File: config.mk
export PLATFORM = sky130hd
export DESIGN_NAME = pe_ctx_sequencer
export DESIGN_NICKNAME = d
export VERILOG_FILES = /design/src/rtl/pe_ctx_sequencer_pkg.sv /design/src/rtl/pe_ctx_mem.sv /design/src/rtl/pe_ctx_sequencer.sv
export SDC_FILE = /design/constraint.sdc
export NUM_CORES = 1
export LEC_CHECK = 0
export ABC_AREA = 0
export CAP_MARGIN = 20
export CORE_ASPECT_RATIO = 1.25
export CORE_UTILIZATION = 53
export CTS_CLUSTER_DIAMETER = 80
export DETAILED_ROUTE_END_ITERATION = 12
export GPL_TIMING_DRIVEN = 1
export HOLD_SLACK_MARGIN = 0.1
export MAX_ROUTING_LAYER = met4
export PLACE_DENSITY = 0.83
export SLEW_MARGIN = 20
export SYNTH_ARGS = -nofsm -noshare
export SYNTH_HDL_FRONTEND = slang
export SYNTH_SLANG_ARGS = --single-unit
File: constraint.sdc
create_clock -name CLK -period 17.8 [get_ports CLK]
set_clock_uncertainty 0.15 [all_clocks]
set_input_delay 5.34 -clock CLK [delete_from_list [all_inputs] [get_ports CLK]]
set_output_delay 5.34 -clock CLK [all_outputs]
set_load 0.05 [all_outputs]
File: src/rtl/pe_ctx_sequencer_pkg.sv
// ---------------------------------------------------------------------------
// pe_ctx_sequencer_pkg
// Shared definitions for the PE context sequencer:
//   - sequencer FSM state encoding
//   - bit positions of every field inside a 59-bit context word
//   - decoded control bundle type and its idle value
//   - helpers to unpack a context word and to present it to the PE
// ---------------------------------------------------------------------------
package pe_ctx_sequencer_pkg;

  localparam int CTX_W = 59;

  // Context word field positions, MSB first.
  localparam int CI_MSB  = 58;  localparam int CI_LSB  = 50;  // control_in
  localparam int CO_MSB  = 49;  localparam int CO_LSB  = 41;  // control_out
  localparam int PI_MSB  = 40;  localparam int PI_LSB  = 35;  // control_put_in
  localparam int PO_MSB  = 34;  localparam int PO_LSB  = 29;  // control_put_out
  localparam int R1_MSB  = 28;  localparam int R1_LSB  = 23;  // control_reg_1
  localparam int R2_MSB  = 22;  localparam int R2_LSB  = 17;  // control_reg_2
  localparam int SD_MSB  = 16;  localparam int SD_LSB  = 11;  // control_send
  localparam int F1_MSB  = 10;  localparam int F1_LSB  = 7;   // control_pe2fu_1
  localparam int F2_MSB  = 6;   localparam int F2_LSB  = 3;   // control_pe2fu_2
  localparam int WB_BIT  = 2;                                 // wb_en
  localparam int LD_BIT  = 1;                                 // ld
  localparam int LDW_BIT = 0;                                 // ld_write

  typedef enum logic [1:0] {
    ST_IDLE = 2'd0,
    ST_RUN  = 2'd1,
    ST_DONE = 2'd2
  } seq_state_t;

  // Decoded control bundle; field order mirrors the context word so the
  // bundle packs back to the same 59 bits.
  typedef struct packed {
    logic [8:0] control_in;
    logic [8:0] control_out;
    logic [5:0] control_put_in;
    logic [5:0] control_put_out;
    logic [5:0] control_reg_1;
    logic [5:0] control_reg_2;
    logic [5:0] control_send;
    logic [3:0] control_pe2fu_1;
    logic [3:0] control_pe2fu_2;
    logic       wb_en;
    logic       ld;
    logic       ld_write;
  } pe_ctrl_t;

  // Idle value: no selects, no write-back, register file loads its own
  // contents (ld = 1, ld_write = 0) so it simply holds.
  localparam pe_ctrl_t CTRL_IDLE = '{
    control_in:      9'd0,
    control_out:     9'd0,
    control_put_in:  6'd0,
    control_put_out: 6'd0,
    control_reg_1:   6'd0,
    control_reg_2:   6'd0,
    control_send:    6'd0,
    control_pe2fu_1: 4'd0,
    control_pe2fu_2: 4'd0,
    wb_en:           1'b0,
    ld:              1'b1,
    ld_write:        1'b0
  };

  function automatic pe_ctrl_t ctx_unpack(input logic [CTX_W-1:0] w);
    pe_ctrl_t c;
    c.control_in      = w[CI_MSB:CI_LSB];
    c.control_out     = w[CO_MSB:CO_LSB];
    c.control_put_in  = w[PI_MSB:PI_LSB];
    c.control_put_out = w[PO_MSB:PO_LSB];
    c.control_reg_1   = w[R1_MSB:R1_LSB];
    c.control_reg_2   = w[R2_MSB:R2_LSB];
    c.control_send    = w[SD_MSB:SD_LSB];
    c.control_pe2fu_1 = w[F1_MSB:F1_LSB];
    c.control_pe2fu_2 = w[F2_MSB:F2_LSB];
    c.wb_en           = w[WB_BIT];
    c.ld              = w[LD_BIT];
    c.ld_write        = w[LDW_BIT];
    return c;
  endfunction

  // Context as driven to the PE: write-back is qualified by the FU predicate
  // sampled on the same edge that loads the context.
  function automatic pe_ctrl_t ctx_present(input logic [CTX_W-1:0] w,
                                           input logic             pred);
    pe_ctrl_t c;
    c       = ctx_unpack(w);
    c.wb_en = c.wb_en & pred;
    return c;
  endfunction

  // Stall view of a presented context: selects kept, register file held.
  function automatic pe_ctrl_t ctx_hold(input pe_ctrl_t cur);
    pe_ctrl_t c;
    c          = cur;
    c.wb_en    = 1'b0;
    c.ld       = 1'b1;
    c.ld_write = 1'b0;
    return c;
  endfunction

endpackage

File: src/rtl/pe_ctx_mem.sv
// ---------------------------------------------------------------------------
// pe_ctx_mem
// Context storage: DEPTH x 59-bit register array, one synchronous write port,
// one asynchronous read port. Contents are never reset, so programmed
// contexts survive a sequencer reset.
//   CLK    in   clock
//   we     in   write enable
//   waddr  in   write address
//   wdata  in   write data (context word)
//   raddr  in   read address
//   rdata  out  read data, combinational from raddr
// ---------------------------------------------------------------------------
module pe_ctx_mem
  import pe_ctx_sequencer_pkg::*;
#(
  parameter int DEPTH = 16,
  parameter int AW    = 4
) (
  input  logic             CLK,
  input  logic             we,
  input  logic [AW-1:0]    waddr,
  input  logic [CTX_W-1:0] wdata,
  input  logic [AW-1:0]    raddr,
  output logic [CTX_W-1:0] rdata
);

  logic [CTX_W-1:0] mem [DEPTH];

  always_ff @(posedge CLK) begin
    if (we) begin
      mem[waddr] <= wdata;
    end
  end

  assign rdata = mem[raddr];

endmodule

File: src/rtl/pe_ctx_sequencer.sv
// ---------------------------------------------------------------------------
// pe_ctx_sequencer
// Steps a PE through a programmed list of context words, ctx_len contexts per
// iteration for iter_cnt iterations, driving registered PE control outputs.
//   CLK, RST                   clock, asynchronous active-high reset
//   ctx_we/ctx_waddr/ctx_wdata context write port (accepted outside RUN)
//   start, ctx_len, iter_cnt   launch request and its run parameters
//   stall                      freeze sequencing, register file holds
//   abort                      end the run immediately, no done pulse
//   pred_in                    FU predicate qualifying write_back
//   control_* outputs          PE mux/demux selects and register indices
//   write_back, ld, ld_write   PE register write enables
//   busy                       high while running
//   done, cfg_err              one-cycle pulses: run complete / bad request
// ---------------------------------------------------------------------------
module pe_ctx_sequencer
  import pe_ctx_sequencer_pkg::*;
#(
  parameter int CTX_DEPTH = 16,
  parameter int CTX_AW    = 4
) (
  input  logic              CLK,
  input  logic              RST,
  input  logic              ctx_we,
  input  logic [CTX_AW-1:0] ctx_waddr,
  input  logic [CTX_W-1:0]  ctx_wdata,
  input  logic              start,
  input  logic [CTX_AW:0]   ctx_len,
  input  logic [7:0]        iter_cnt,
  input  logic              stall,
  input  logic              abort,
  input  logic              pred_in,
  output logic [8:0]        control_in,
  output logic [8:0]        control_out,
  output logic [5:0]        control_put_in,
  output logic [5:0]        control_put_out,
  output logic [5:0]        control_reg_1,
  output logic [5:0]        control_reg_2,
  output logic [5:0]        control_send,
  output logic [3:0]        control_pe2fu_1,
  output logic [3:0]        control_pe2fu_2,
  output logic              write_back,
  output logic              ld,
  output logic              ld_write,
  output logic              busy,
  output logic              done,
  output logic              cfg_err
);

  localparam logic [CTX_AW-1:0] PC_ONE  = CTX_AW'(1);
  localparam logic [CTX_AW:0]   LEN_ONE = (CTX_AW+1)'(1);
  localparam logic [CTX_AW:0]   DEPTH_V = (CTX_AW+1)'(CTX_DEPTH);

  seq_state_t        state_reg, state_next;
  logic [CTX_AW-1:0] pc_reg,    pc_next;
  logic [CTX_AW:0]   len_reg,   len_next;
  logic [7:0]        iter_reg,  iter_next;
  pe_ctrl_t          ctrl_reg,  ctrl_next;
  logic              done_reg,  done_next;
  logic              cfg_err_reg, cfg_err_next;

  logic [CTX_W-1:0]  rd_data;
  logic              mem_we;
  logic              start_ok;
  logic              pc_wrap;
  logic              run_end;

  // -------------------------------------------------------------------------
  // Context memory. pc_reg is 0 whenever the sequencer is idle, so the same
  // read address serves both the launch (ctx[0]) and the running case.
  // -------------------------------------------------------------------------
  assign mem_we = ctx_we && (state_reg != ST_RUN);

  pe_ctx_mem #(
    .DEPTH (CTX_DEPTH),
    .AW    (CTX_AW)
  ) u_mem (
    .CLK   (CLK),
    .we    (mem_we),
    .waddr (ctx_waddr),
    .wdata (ctx_wdata),
    .raddr (pc_reg),
    .rdata (rd_data)
  );

  // -------------------------------------------------------------------------
  // Decode helpers
  // -------------------------------------------------------------------------
  assign start_ok = (ctx_len != '0) && (ctx_len <= DEPTH_V) && (iter_cnt != 8'd0);

  // pc points at the context to load next; it is the last of the iteration
  // when it equals ctx_len-1.
  assign pc_wrap  = ({1'b0, pc_reg} == (len_reg - LEN_ONE));

  // pc back at 0 means the context currently on the outputs closed an
  // iteration; iter_reg still counts that iteration, so 1 means the run
  // has fully presented its last context.
  assign run_end  = (pc_reg == '0) && (iter_reg == 8'd1);

  // -------------------------------------------------------------------------
  // State register (with the datapath registers it sequences)
  // -------------------------------------------------------------------------
  always_ff @(posedge CLK or posedge RST) begin
    if (RST) begin
      state_reg   <= ST_IDLE;
      pc_reg      <= '0;
      len_reg     <= '0;
      iter_reg    <= 8'd0;
      ctrl_reg    <= CTRL_IDLE;
      done_reg    <= 1'b0;
      cfg_err_reg <= 1'b0;
    end else begin
      state_reg   <= state_next;
      pc_reg      <= pc_next;
      len_reg     <= len_next;
      iter_reg    <= iter_next;
      ctrl_reg    <= ctrl_next;
      done_reg    <= done_next;
      cfg_err_reg <= cfg_err_next;
    end
  end

  // -------------------------------------------------------------------------
  // Next-state logic
  // -------------------------------------------------------------------------
  always_comb begin
    state_next = state_reg;
    unique case (state_reg)
      ST_IDLE: begin
        if (!abort && start && start_ok) begin
          state_next = ST_RUN;
        end
      end
      ST_RUN: begin
        if (abort) begin
          state_next = ST_IDLE;
        end else if (!stall && run_end) begin
          state_next = ST_DONE;
        end
      end
      ST_DONE: begin
        state_next = ST_IDLE;
      end
      default: begin
        state_next = ST_IDLE;
      end
    endcase
  end

  // -------------------------------------------------------------------------
  // Output / datapath next-value logic
  // -------------------------------------------------------------------------
  always_comb begin
    pc_next      = pc_reg;
    len_next     = len_reg;
    iter_next    = iter_reg;
    ctrl_next    = CTRL_IDLE;
    done_next    = 1'b0;
    // A context write that arrives while running is dropped and flagged.
    cfg_err_next = ctx_we && (state_reg == ST_RUN);

    unique case (state_reg)
      ST_IDLE: begin
        if (!abort && start) begin
          if (start_ok) begin
            ctrl_next = ctx_present(rd_data, pred_in);
            pc_next   = (ctx_len == LEN_ONE) ? '0 : PC_ONE;
            len_next  = ctx_len;
            iter_next = iter_cnt;
          end else begin
            cfg_err_next = 1'b1;
          end
        end
      end

      ST_RUN: begin
        if (abort) begin
          pc_next   = '0;
          iter_next = 8'd0;
        end else if (stall) begin
          ctrl_next = ctx_hold(ctrl_reg);
        end else if (run_end) begin
          pc_next   = '0;
          iter_next = 8'd0;
          done_next = 1'b1;
        end else begin
          ctrl_next = ctx_present(rd_data, pred_in);
          pc_next   = pc_wrap ? '0 : (pc_reg + PC_ONE);
          // Loading ctx[0] while running starts a new iteration.
          if (pc_reg == '0) begin
            iter_next = iter_reg - 8'd1;
          end
        end
      end

      ST_DONE: begin
        pc_next   = '0;
        iter_next = 8'd0;
      end

      default: begin
        pc_next   = '0;
        iter_next = 8'd0;
      end
    endcase
  end

  // -------------------------------------------------------------------------
  // Output drive (all from registers)
  // -------------------------------------------------------------------------
  assign control_in      = ctrl_reg.control_in;
  assign control_out     = ctrl_reg.control_out;
  assign control_put_in  = ctrl_reg.control_put_in;
  assign control_put_out = ctrl_reg.control_put_out;
  assign control_reg_1   = ctrl_reg.control_reg_1;
  assign control_reg_2   = ctrl_reg.control_reg_2;
  assign control_send    = ctrl_reg.control_send;
  assign control_pe2fu_1 = ctrl_reg.control_pe2fu_1;
  assign control_pe2fu_2 = ctrl_reg.control_pe2fu_2;
  assign write_back      = ctrl_reg.wb_en;
  assign ld              = ctrl_reg.ld;
  assign ld_write        = ctrl_reg.ld_write;

  assign busy            = (state_reg == ST_RUN);
  assign done            = done_reg;
  assign cfg_err         = cfg_err_reg;

endmodule
* Word level (Yosys, flattened, before mapping)
Memories as Yosys holds them, arrays and structs flattened.
Cells that the tools add are included.
** Operators by class
- Add/sub/neg operators :: 3
- $mul :: 0
- Divide/modulo/power cells :: 0
- $lt $le $gt $ge :: 1
- Equality and inequality tests :: 11
- Shift operators :: 0
- Multiplexer cells :: 34
- Bitwise operators :: 1
- Reduce and logical (&&, ||, !) cells :: 18
** Operators with widths (count)
- $mux W59 :: 5
- $pmux W59 S2 :: 1
- $mux W8 :: 6
- $mux W4 :: 6
- $pmux W8 S2 :: 1
- $mux W1 :: 10
- $eq A8 B1 Y1 const B :: 1
- $logic_and A1 B1 Y1 :: 8
- $pmux W4 S2 :: 1
- $reduce_bool A8 Y1 :: 1
- $sub A8 B1 Y8 const B :: 1
- $mux W2 :: 3
- $ne A2 B2 Y1 const B :: 3
- $reduce_and A3 Y1 :: 2
- $eq A4 B5 Y1 :: 1
- $eq A5 B1 Y1 const B :: 1
- $le A5 B5 Y1 const B :: 1
- $reduce_bool A5 Y1 :: 1
- $sub A5 B1 Y5 const B :: 1
- $add A4 B1 Y4 const B :: 1
- $logic_not A4 Y1 :: 1
- $ne A4 B2 Y1 const B :: 1
- $pmux W2 S2 :: 1
- $reduce_and A4 Y1 :: 1
- 8 further kinds :: 9
** Storage, ports and cells
- Register bits after elaboration :: 80
- Latch bits :: 0
- Memory bits (writable) :: 944
- Memory bits (read-only) :: 0
- Input bits :: 83
- Output and inout port bits :: 62
- Logic and storage cells :: 87
- Memories kept :: 1
** Memories
- u_mem.mem :: words 16, bits a word 59, rd ports 1, clocked after memory_dff 0, write ports 1, RTL line pe_ctx_mem.sv:27 : logic [CTX_W-1:0] mem [DEPTH];

* Depth between registers and ports, before layout
- Depth in word-level cells :: 7
- Depth in mapped cells :: 11
- Gate-level depth less buffers :: 8

* Hierarchy
A second synthesis with hierarchy kept.
** Second synthesis, totals
- Cell total of the unflattened synthesis :: 1734
- Area, all modules :: 38702.1 sq um
** Modules (own cells, without submodules)
- pe_ctx_mem :: times used 1, cells an instance 1463, area each 35275.1 sq um, seq. area each 28347.2 sq um
- pe_ctx_sequencer :: times used 1, cells an instance 271, area each 3427.0 sq um, seq. area each 2003.2 sq um

* Worst setup path before layout
Ideal clock, no wire load.
- Kind :: input to register
- From :: input port ctx_waddr[1]
- To :: memory u_mem.mem[0][0], enable pin
- Setup time :: 0.549 ns
- Arrival :: 9.791 ns
- Data required time :: 17.101 ns
- Path slack :: 7.310 ns
- Cell stages on the path :: 2
- Path buffers :: 0
- Cell sequence :: or3_1 > nor3_1
** RTL lines
- start, declared :: RTL line pe_ctx_sequencer.sv:25 : input logic [CTX_AW-1:0] ctx_waddr,
- end, declared :: RTL line pe_ctx_mem.sv:27
Straight into the memory's write port.

* Worst setup path in the final report
- From :: register state_reg[1]
- To :: output port busy
** Between the ends
- Longest elaborated chain between the ends :: 1
** Ends and longest elaborated chain
- start, declared :: RTL line pe_ctx_sequencer.sv:54 : seq_state_t state_reg, state_next;
- start signal, assigned :: RTL line pe_ctx_sequencer.sv:113 : state_reg <= state_next;
- $eq A2 B1 Y1 :: RTL line pe_ctx_sequencer.sv:224 : assign busy = (state_reg == ST_RUN);
- end, declared :: RTL line pe_ctx_sequencer.sv:45 : output logic busy,
Every way passes these cells.

==> flow_metrics.tcl <==
set metrics [dict create \
    synth_top_cells_by_area "edfxtp_1, mux4_2, dfrtp_1" \
    powerDensity_mw_per_mm2 125 \
    dieHeight_um 305 \
    worstHoldStart "control_out[6]" \
    grt_usage_pct 25.4 \
    vias 18800 \
    dieArea_sq_mm 0.0747 \
    grt_antenna_before_repair 5 \
    wl_per_cell_um 31.0 \
    cts-hold-fix-buffers 0 \
    fin_tns_setup_ns 0 \
    cts_buffers 90 \
    setup_viol 0 \
    die_x_um 245 \
    start_util_pct 53.9 \
    synth.top_cell.area_share_pct 72.7 \
    placed_area_sq_mm 0.0416 \
    grt_max_degree 76 \
    synth-seq-cells 1024 \
    synth-main-ff-cell "edfxtp_1" \
    antenna_left 0 \
    portBuffers 144 \
    yosys_warnings 0 \
    r2r_start "pc_reg[1]" \
    worstPathArrival_ns 2.23 \
    place_congestion 0.840 \
    overflow 0 \
    post_cts_resized 0 \
    placementRows 110 \
    synth_edf_count 944 \
    ys_seq_area_share_pct 77.8 \
    io_pins 145 \
    hp-class "flop to flop" \
    post-dp-hpwl_um 42800 \
    synth-simple-area-share_pct 1.49 \
    synthXorXnorAreaFrac_pct 0.135 \
    crit_path_start "state_reg[1]" \
    largest_register_ffs 944 \
    yosys.area_share.adder_pct 0.160 \
    cp_top_family "buffers and inverters" \
    dp_cells 2759 \
    cts_max_path_buffers 3 \
    synth_nets 1804 \
    cpMaxStageDelayCell "clkdlybuf4s50_1" \
    syn_inst 1716 \
    grt_setup_unrepaired "no" \
    clk_pin_slew_worst_paths_ns 0.06 \
    netlist_top_cells_count "edfxtp_1, mux4_2, dfrtp_1" \
    cts_tree "built" \
    stdcell_area_sq_mm 0.0446 \
    synth_area_sq_mm 0.0390 \
    synth_top_family_by_area "multiplexers" \
    worst-path-buf-inv 2 \
    status "complete, no violations" \
    layout.nets 1990 \
    drive_above_1_share_pct 25.1 \
    grt_pass1_wl_um 132000 \
    p_leak_uw 0.0143 \
    ir_worst_vdd_v 0.0000821 \
    final_cells 2932 \
    synth.most_common_cell "edfxtp_1" \
    critPathMaxFanout 6 \
    worst_slew_pin_slew_ns 1.19 \
    cp-start-kind "flop" \
    drc 0 \
    cp_data_required_time_ns 12.31 \
    synthArstFlopShare_pct 7.81 \
    regMostFlops "u_mem.mem" \
    path_cells "nand2b_1, inv_1, clkdlybuf4s50_1" \
    worstSetupPathType "flop to primary output" \
    drt_iter0_drc 2312 \
    max_slew_margin_pct 21.0 \
    final_hold_viol_count 0 \
    cp-end-kind "primary output" \
    period_share_pct 43.4 \
    yosys-mux-area-fraction_pct 17.2 \
    synth.distinct_cells 51 \
    post_cts.repair.setup_buffers 0 \
    routed_wl_um 90800 \
    first_pass_iters 5 \
    cts-root-buf "clkbuf_16" \
    vias_per_cell 6.42 \
    cts_max_level 3 \
    synth_area_leader_cell "edfxtp_1" \
    synth_compound_area_share_pct 1.54 \
    grt_pass1_vias 19800 \
    synth.avg_cell_area_sq_um 22.7 \
    clock_latency_ns 0.65 \
    max_cap_violations 0 \
    cpPeakStageDelay_ns 0.79 \
    period_minus_slack_ns 7.72 \
    cts.sinks 1024 \
    fmax_mhz 130 \
    drv_slew 0 \
    coreArea_sq_mm 0.0724 \
    areaGrowthSynthToFinish_pct 14.4 \
]
layout make-up:
type	instances	area, sq um
Clock buffer	114	2430
Sequential cell	1024	30400
Timing Repair Buffer	179	1780
Clock inverter	51	485
Fill cell	4642	27800
Antenna cell	5	12.5
Multi-Input combinational cell	538	8110
Inverter	69	262
Tap cell	952	1190
tightest hold or removal path, delay by kind of cell, from the launching register on:
family	cells	cell delay [ns]
AOI/OAI and AO/OA	1	0.06
DFF	1	0.34
and+or+nand+nor	1	0.05
metal layers:
metal  vias up  global-route usage, %  part of all wire [%]
met1     10000                   31.0                    36
li1       7496                      -                     -
met5         -                      -                     0
met4         0                   8.62                   2.7
met2      1154                   42.9                    54
met3       162                   4.44                   7.6
logic make-up (layout without fill, tap and decap cells):
kind of cell / Yosys count / in the layout
xor gates and xnor gates: 6 / 6
adders and majority gates: 5 / 5
other: 0 / 5
buffers and inverters: 154 / 413
and+or+nand+nor: 126 / 126
muxes: 300 / 300
DFF: 1024 / 1024
AOI/OAI and AO/OA: 101 / 101
final timing paths:
check,to,slack (ns),cells past startpoint
min,control_out[6],0.33,2
min in group asynchronous,control_out[7],4.93,2
max,busy,10.08,3
min reg2reg,control_out[6],0.33,2
max in group asynchronous,pc_reg[3],11.36,3
max reg2reg,control_put_out[3],13.47,6
power breakdown:
part | leakage (uW) | total [uW] | switching, uW | internal (uW)
Combinational | 0.00327 | 893 | 453 | 440
Sequential | 0.00958 | 2740 | 51.9 | 2690
Clock | 0.00142 | 1940 | 867 | 1070
through the flow:
| step | worst slack, ns | utilization [%] | hold slack (ns) | power [uW] |
|---|---|---|---|---|
| final | 10.08 | 61.6 | 0.331 | 5570 |
| after global placement | 9.61 | 57.5 | 0.314 | 3630 |
| after global routing | 10.0 | 61.6 | 0.352 | 5730 |
| after floorplan | 7.31 | - | 0.303 | 3430 |
| after CTS | 10.10 | 61.5 | 0.342 | 5590 |
| after detailed placement | 9.51 | 57.5 | 0.328 | 3660 |
cell usage in the layout, fill, tap and decap left out, types with 6 or more instances in the layout:
| cell | count |
|---|---|
| dfrtp_1 | 75 |
| a21oi_1 | 9 |
| clkdlybuf4s50_1 | 144 |
| clkbuf_1 | 19 |
| clkbuf_16 | 93 |
| nor4_1 | 8 |
| clkinv_2 | 16 |
| buf_4 | 29 |
| o21ai_0 | 69 |
| nand2_1 | 65 |
| xnor2_1 | 6 |
| edfxtp_1 | 944 |
| nor2_1 | 12 |
| mux4_2 | 295 |
| bufinv_16 | 7 |
| inv_1 | 68 |
| clkinv_1 | 16 |
| nor2_4 | 12 |
Note: power is estimated with default switching activity, not from simulation.
